[src/rtl/bridge_pkg.sv]
// Shared types and constants for the peripheral bridge master and the bridge it drives.
package bridge_pkg;

  localparam int unsigned BRIDGE_AW = 32;
  localparam int unsigned BRIDGE_DW = 32;

  // Mapped peripheral slots on the bridge
  localparam int unsigned PERIPH0_ADDR = 0;
  localparam int unsigned PERIPH1_ADDR = 4;

  typedef enum logic [1:0] {
    StIdle,
    StSetup,
    StAccess,
    StResp
  } bridge_state_e;

  typedef struct packed {
    logic                 write;
    logic [BRIDGE_AW-1:0] addr;
    logic [BRIDGE_DW-1:0] wdata;
  } bridge_req_t;

endpackage

[src/rtl/bridge_cmd_fifo.sv]
// Command FIFO for the bridge master: power-of-2 ring buffer with a separate occupancy count.
module bridge_cmd_fifo #(
  parameter int unsigned DEPTH = 4,
  parameter int unsigned WIDTH = 65
) (
  input  logic             clk,
  input  logic             reset_n,
  input  logic             push_i,
  input  logic [WIDTH-1:0] wdata_i,
  input  logic             pop_i,
  output logic [WIDTH-1:0] rdata_o,
  output logic             full_o,
  output logic             empty_o
);

  localparam int unsigned PtrW = $clog2(DEPTH);

  logic [WIDTH-1:0] mem_q [DEPTH];
  logic [PtrW-1:0]  wr_ptr_q, rd_ptr_q;
  logic [PtrW:0]    count_q;

  always_ff @(posedge clk or negedge reset_n) begin
    if (!reset_n) begin
      wr_ptr_q <= '0;
      rd_ptr_q <= '0;
      count_q  <= '0;
    end else begin
      if (push_i) wr_ptr_q <= wr_ptr_q + PtrW'(1);
      if (pop_i)  rd_ptr_q <= rd_ptr_q + PtrW'(1);
      case ({push_i, pop_i})
        2'b10:   count_q <= count_q + (PtrW+1)'(1);
        2'b01:   count_q <= count_q - (PtrW+1)'(1);
        default: count_q <= count_q;
      endcase
    end
  end

  // Storage needs no reset; the count gates every read of it
  always_ff @(posedge clk) begin
    if (push_i) mem_q[wr_ptr_q] <= wdata_i;
  end

  assign rdata_o = mem_q[rd_ptr_q];
  assign full_o  = (count_q == (PtrW+1)'(DEPTH));
  assign empty_o = (count_q == '0);

endmodule

[src/rtl/bridge_master.sv]
// Sole master of the single-cycle peripheral bridge: queues requests, sequences IDLE/SETUP/ACCESS/RESP.
// Optional BRIDGE_MASTER_ADDR_CHECK_EN adds rsp_err and short-circuits unmapped addresses.
module bridge_master
  import bridge_pkg::*;
#(
  parameter int unsigned AW      = BRIDGE_AW,
  parameter int unsigned DW      = BRIDGE_DW,
  parameter int unsigned DEPTH   = 4,
  parameter int unsigned RD_WAIT = 0
) (
  input  logic          clk,
  input  logic          reset_n,
  input  logic          req_valid,
  output logic          req_ready,
  input  logic          req_write,
  input  logic [AW-1:0] req_addr,
  input  logic [DW-1:0] req_wdata,
  output logic          rsp_valid,
  input  logic          rsp_ready,
  output logic          rsp_write,
  output logic [DW-1:0] rsp_rdata,
`ifdef BRIDGE_MASTER_ADDR_CHECK_EN
  output logic          rsp_err,
`endif
  output logic [AW-1:0] bus_address,
  output logic [DW-1:0] bus_in_data,
  output logic          bus_write,
  input  logic [DW-1:0] bus_out_data,
  output logic          busy
);

  typedef struct packed {
    logic          write;
    logic [AW-1:0] addr;
    logic [DW-1:0] wdata;
  } req_t;

  localparam int unsigned PW     = 1 + AW + DW;
  localparam logic [3:0]  RdWait = 4'(RD_WAIT);

  req_t          push_req, head;
  logic [PW-1:0] head_raw;
  logic          fifo_full, fifo_empty, push, pop;

  bridge_state_e state_q;
  logic          op_write_q;
  logic [3:0]    wait_q;
  logic [AW-1:0] bus_address_q;
  logic [DW-1:0] bus_in_data_q;
  logic          bus_write_q;
  logic          rsp_valid_q, rsp_write_q;
  logic [DW-1:0] rsp_rdata_q;

  assign push_req = '{write: req_write, addr: req_addr, wdata: req_wdata};
  assign head     = req_t'(head_raw);
  assign push     = req_valid && !fifo_full;
  assign pop      = (state_q == StIdle) && !fifo_empty;

  bridge_cmd_fifo #(
    .DEPTH (DEPTH),
    .WIDTH (PW)
  ) u_cmd_fifo (
    .clk     (clk),
    .reset_n (reset_n),
    .push_i  (push),
    .wdata_i (push_req),
    .pop_i   (pop),
    .rdata_o (head_raw),
    .full_o  (fifo_full),
    .empty_o (fifo_empty)
  );

`ifdef BRIDGE_MASTER_ADDR_CHECK_EN
  logic rsp_err_q;
  logic head_mapped;
  assign head_mapped = (head.addr == AW'(PERIPH0_ADDR)) || (head.addr == AW'(PERIPH1_ADDR));
`endif

  always_ff @(posedge clk or negedge reset_n) begin
    if (!reset_n) begin
      state_q       <= StIdle;
      op_write_q    <= 1'b0;
      wait_q        <= '0;
      bus_address_q <= '0;
      bus_in_data_q <= '0;
      bus_write_q   <= 1'b0;
      rsp_valid_q   <= 1'b0;
      rsp_write_q   <= 1'b0;
      rsp_rdata_q   <= '0;
`ifdef BRIDGE_MASTER_ADDR_CHECK_EN
      rsp_err_q     <= 1'b0;
`endif
    end else begin
      case (state_q)
        StIdle: begin
          if (!fifo_empty) begin
            op_write_q <= head.write;
`ifdef BRIDGE_MASTER_ADDR_CHECK_EN
            if (!head_mapped) begin
              rsp_valid_q <= 1'b1;
              rsp_write_q <= head.write;
              rsp_rdata_q <= '0;
              rsp_err_q   <= 1'b1;
              state_q     <= StResp;
            end else
`endif
            begin
              // Bus is loaded at the pop so it is already valid throughout SETUP
              bus_address_q <= head.addr;
              bus_in_data_q <= head.wdata;
`ifdef BRIDGE_MASTER_ADDR_CHECK_EN
              rsp_err_q     <= 1'b0;
`endif
              state_q       <= StSetup;
            end
          end
        end
        StSetup: begin
          wait_q      <= op_write_q ? 4'd0 : RdWait;
          bus_write_q <= op_write_q;
          state_q     <= StAccess;
        end
        StAccess: begin
          if (op_write_q) begin
            bus_write_q <= 1'b0;
            rsp_valid_q <= 1'b1;
            rsp_write_q <= 1'b1;
            rsp_rdata_q <= '0;
            state_q     <= StResp;
          end else if (wait_q != 4'd0) begin
            wait_q <= wait_q - 4'd1;
          end else begin
            rsp_valid_q <= 1'b1;
            rsp_write_q <= 1'b0;
            rsp_rdata_q <= bus_out_data;
            state_q     <= StResp;
          end
        end
        StResp: begin
          if (rsp_ready) begin
            rsp_valid_q <= 1'b0;
            state_q     <= StIdle;
          end
        end
        default: state_q <= StIdle;
      endcase
    end
  end

  assign req_ready   = !fifo_full;
  assign rsp_valid   = rsp_valid_q;
  assign rsp_write   = rsp_write_q;
  assign rsp_rdata   = rsp_rdata_q;
  assign bus_address = bus_address_q;
  assign bus_in_data = bus_in_data_q;
  assign bus_write   = bus_write_q;
  assign busy        = !fifo_empty || (state_q != StIdle);
`ifdef BRIDGE_MASTER_ADDR_CHECK_EN
  assign rsp_err     = rsp_err_q;
`endif

endmodule

[config.mk]
export PLATFORM = sky130hd
export DESIGN_NAME = bridge_master
export DESIGN_NICKNAME = d
export VERILOG_FILES = /design/src/rtl/bridge_pkg.sv /design/src/rtl/bridge_cmd_fifo.sv /design/src/rtl/bridge_master.sv
export SDC_FILE = /design/constraint.sdc
export NUM_CORES = 1
export LEC_CHECK = 0
export BUFFER_PORTS_ARGS = -buffer_cell sky130_fd_sc_hd__buf_2
export CAP_MARGIN = 20
export CORE_MARGIN = 8
export CORE_UTILIZATION = 55
export CTS_BUF_LIST = sky130_fd_sc_hd__clkbuf_4 sky130_fd_sc_hd__clkbuf_8
export DETAILED_ROUTE_END_ITERATION = 7
export MAX_ROUTING_LAYER = met4
export PLACE_DENSITY = 0.79
export SYNTH_ARGS = -nofsm -noshare
export SYNTH_HDL_FRONTEND = slang
export SYNTH_SLANG_ARGS = --single-unit
[constraint.sdc]
create_clock -name clk -period 5.64 [get_ports clk]
set_input_delay 0.282 -clock clk [delete_from_list [all_inputs] [get_ports clk]]
set_output_delay 0.282 -clock clk [all_outputs]
set_load 0.005 [all_outputs]
==> flow_summary.toml <==
[critical_path]
critPathArrivalTime_ns = 3.17
slowest_stage = "buf_4"
slowest_delay_ns = 0.69
rrSetupSlack_ns = 2.91
critPathKind = "reg -> reg"
cp_common_cell = "ha_1"
critPathTopFamily = "adder cells"
path_buf_inv = 3
path_cells = "inv_1 -> ha_1 -> o31ai_4 -> buf_4 -> inv_2 -> ha_1 -> fa_1 -> xnor2_1 -> nor2_1 -> xor2_1"
cp.depth = 10
cp-start-kind = "register"
critPathCaptureType = "register"
required_ns = 6.07
worstPathMaxFanout = 67
reg2regPathDepth = 10

[logic_synthesis]
synth-edff-count = 260
synth_top_area_share = 0.551
syn_avg_cell_area_sq_um = 17.6
ys_types = 41
synth_cells = 805
async_reset_ff_frac = 0.303
synth-seq-cells = 373
ys.flop_type = "edfxtp_1"
yosysTopAreaCell = "edfxtp_1"
synth.yosys.seq_area_share = 0.750
syn-cell-area_sq_mm = 0.0142
ys_warn_count = 0
syn_nets = 918
synthTopCellsByArea = "edfxtp_1, dfrtp_1, mux4_2, nand2_1, mux2_1"

[timing]
fin_tns_setup_ns = 0
period_needed_ns = 2.73
timing.final.ws_setup_ns = 2.91
finalSetupViolations = 0
fin_crit_sh = 0.485
whs_ns = 0.0499
max_freq_mhz = 366
relSlewSlack = 0.297
rsz0062_at_grt = "false"
finalMaxSlewViolations = 0
worst_pin_slew_ns = 1.05
hold_violations = 0
finClkSkew_ns = 0.0258

[global_routing]
grt_pass1_wl_um = 46200
antenna_found_initial = 3
grt_use_total = 0.195
grt_max_degree = 76
use_met3 = 0.0402
busiest_layer = "met2"
grt-ovfl-total = 0
use_met2 = 0.320
use_met1 = 0.247
grt_pass1_vias = 8476

[cells_and_area]
seq_area_sq_mm = 0.0106
areaGrowthSynthToFinish_pct = 22.0
layout-drive-gt1-share = 0.342
design_area_sq_mm = 0.0173
fillers = 1670
fin_util = 0.685
final_common_cell = "edfxtp_1"
instances_no_fill = 1480
mostFrequentLayoutCells = "edfxtp_1, nand2_1, buf_2"
nNetsFinal = 1214
multi_input_area_sq_mm = 0.00333

[placement]
pre_cts_ws_ns = 2.87
io_buffer_count = 201
gp_congestion = 0.781
hpwl_um = 16200
dpl-instance-area_sq_mm = 0.0155
dp.cells = 1305

[detailed_routing]
drtPass1Iterations = 5
wl_um = 29600
drt-initial-drc-count = 444
drc = 0
wl_per_cell_um = 20.0
ant_nets = 0
viasPerCell = 5.28
vias = 7811

[hold_path]
hp-class = "in -> reg"
hold_depth = 4

[power]
power_leakage_nw = 7.04
peakVddDrop_mv = 0.360
power.total_mw = 8.92
powerDensity_mw_per_mm2 = 516

[clock_tree]
clk_latency_ns = 0.57
cts_made_buffers = 57
cts_max_path_buffers = 3
cts_sinks = 373
cts_tree = "yes"
postCtsSetupBuffers = 0
htree_levels = 2
clk_pin_slew_worst_paths_ns = 0.06
root_buffer = "clkbuf_8"

[die]
initial_core_util = 0.561
num_rows = 58
die_x_um = 177
dieArea_sq_mm = 0.0312
die_y_um = 177
core_area_sq_mm = 0.0253
num_io_pins = 202

[outcome]
outcome = "completed"

[run]
drv_cap = 0
worst paths after layout:
path,startpoint,endpoint
max,state_q[0],u_cmd_fifo.count_q[2]
min,rsp_ready,rsp_valid
max reg2reg,state_q[0],u_cmd_fifo.count_q[2]
min reg2reg,bus_address[13],bus_address[13]
max in group asynchronous,reset_n,u_cmd_fifo.rd_ptr_q[1]
min in group asynchronous,reset_n,rsp_rdata[22]
Yosys cell counts (2+ instances only):
library cell and number:
clkbuf_1 9, dfrtp_1 113, xnor2_1 6, nand2b_1 2, buf_6 4, buf_4 2, inv_1 9, edfxtp_1 260
buf_1 4, mux2_4 2, mux2_1 29, o21ai_0 3, o211ai_1 2, nand3_1 3, mux4_2 65, nand2_1 201
and3_1 4, buf_2 17, ha_1 11, nor2b_1 33, mux2i_1 2, nor2_1 2, mux2_2 4
report_power, final:
group / internal [mW] / switching [mW] / total [mW]
clock: 1.19 / 0.994 / 2.18
sequential: 3.76 / 0.503 / 4.26
combinational: 1.20 / 1.27 / 2.47
cell families after synthesis:
group | after synthesis | share of synthesized area
DFF | 373 | 0.750
and+or+nand+nor | 252 | 0.0769
muxes | 102 | 0.133
buffers and inverters | 47 | 0.0174
AOI/OAI and AO/OA | 12 | 0.00732
adders and majority gates | 12 | 0.0111
xor gates and xnor gates | 7 | 0.00432
worst reg2reg max path: stages (launching register included):
cell     delay [ns]
dfrtp_1        0.40
inv_1          0.10
ha_1           0.24
o31ai_4        0.06
buf_4          0.69
inv_2          0.09
ha_1           0.25
fa_1           0.44
xnor2_1        0.16
nor2_1         0.06
xor2_1         0.13
what timing repair did:
action | in CTS | in global routing
endpoints found under the hold margin | 334 | 0
gates resized for setup | 0 | 0
endpoints found under the setup margin | 0 | 0
hold buffers | 66 | 0
area by class of cell:
class | count | area share
Antenna cell | 3 | 0.000434
Clock inverter | 17 | 0.00456
Inverter | 10 | 0.00217
Tap cell | 330 | 0.0239
Multi-Input combinational cell | 385 | 0.192
Clock buffer | 88 | 0.0610
Timing Repair Buffer | 274 | 0.100
Sequential cell | 373 | 0.615
flip-flops by register name, summed over array words and instances, names as in the netlist:
signal / cells
bus_in_data: 32
bus_write: 1
wait_q: 4
state_q: 2
u_cmd_fifo.count_q: 3
op_write_q: 1
rsp_rdata: 32
bus_address: 32
rsp_write: 1
u_cmd_fifo.mem_q: 260
rsp_valid: 1
u_cmd_fifo.wr_ptr_q: 2
u_cmd_fifo.rd_ptr_q: 2
routing by layer:
metal	wire length, um	share of wire
met3	2110	0.071
met4	433	0.015
met2	14500	0.49
met1	12600	0.42
met5	0	0
(Power assumes the default switching activity.)
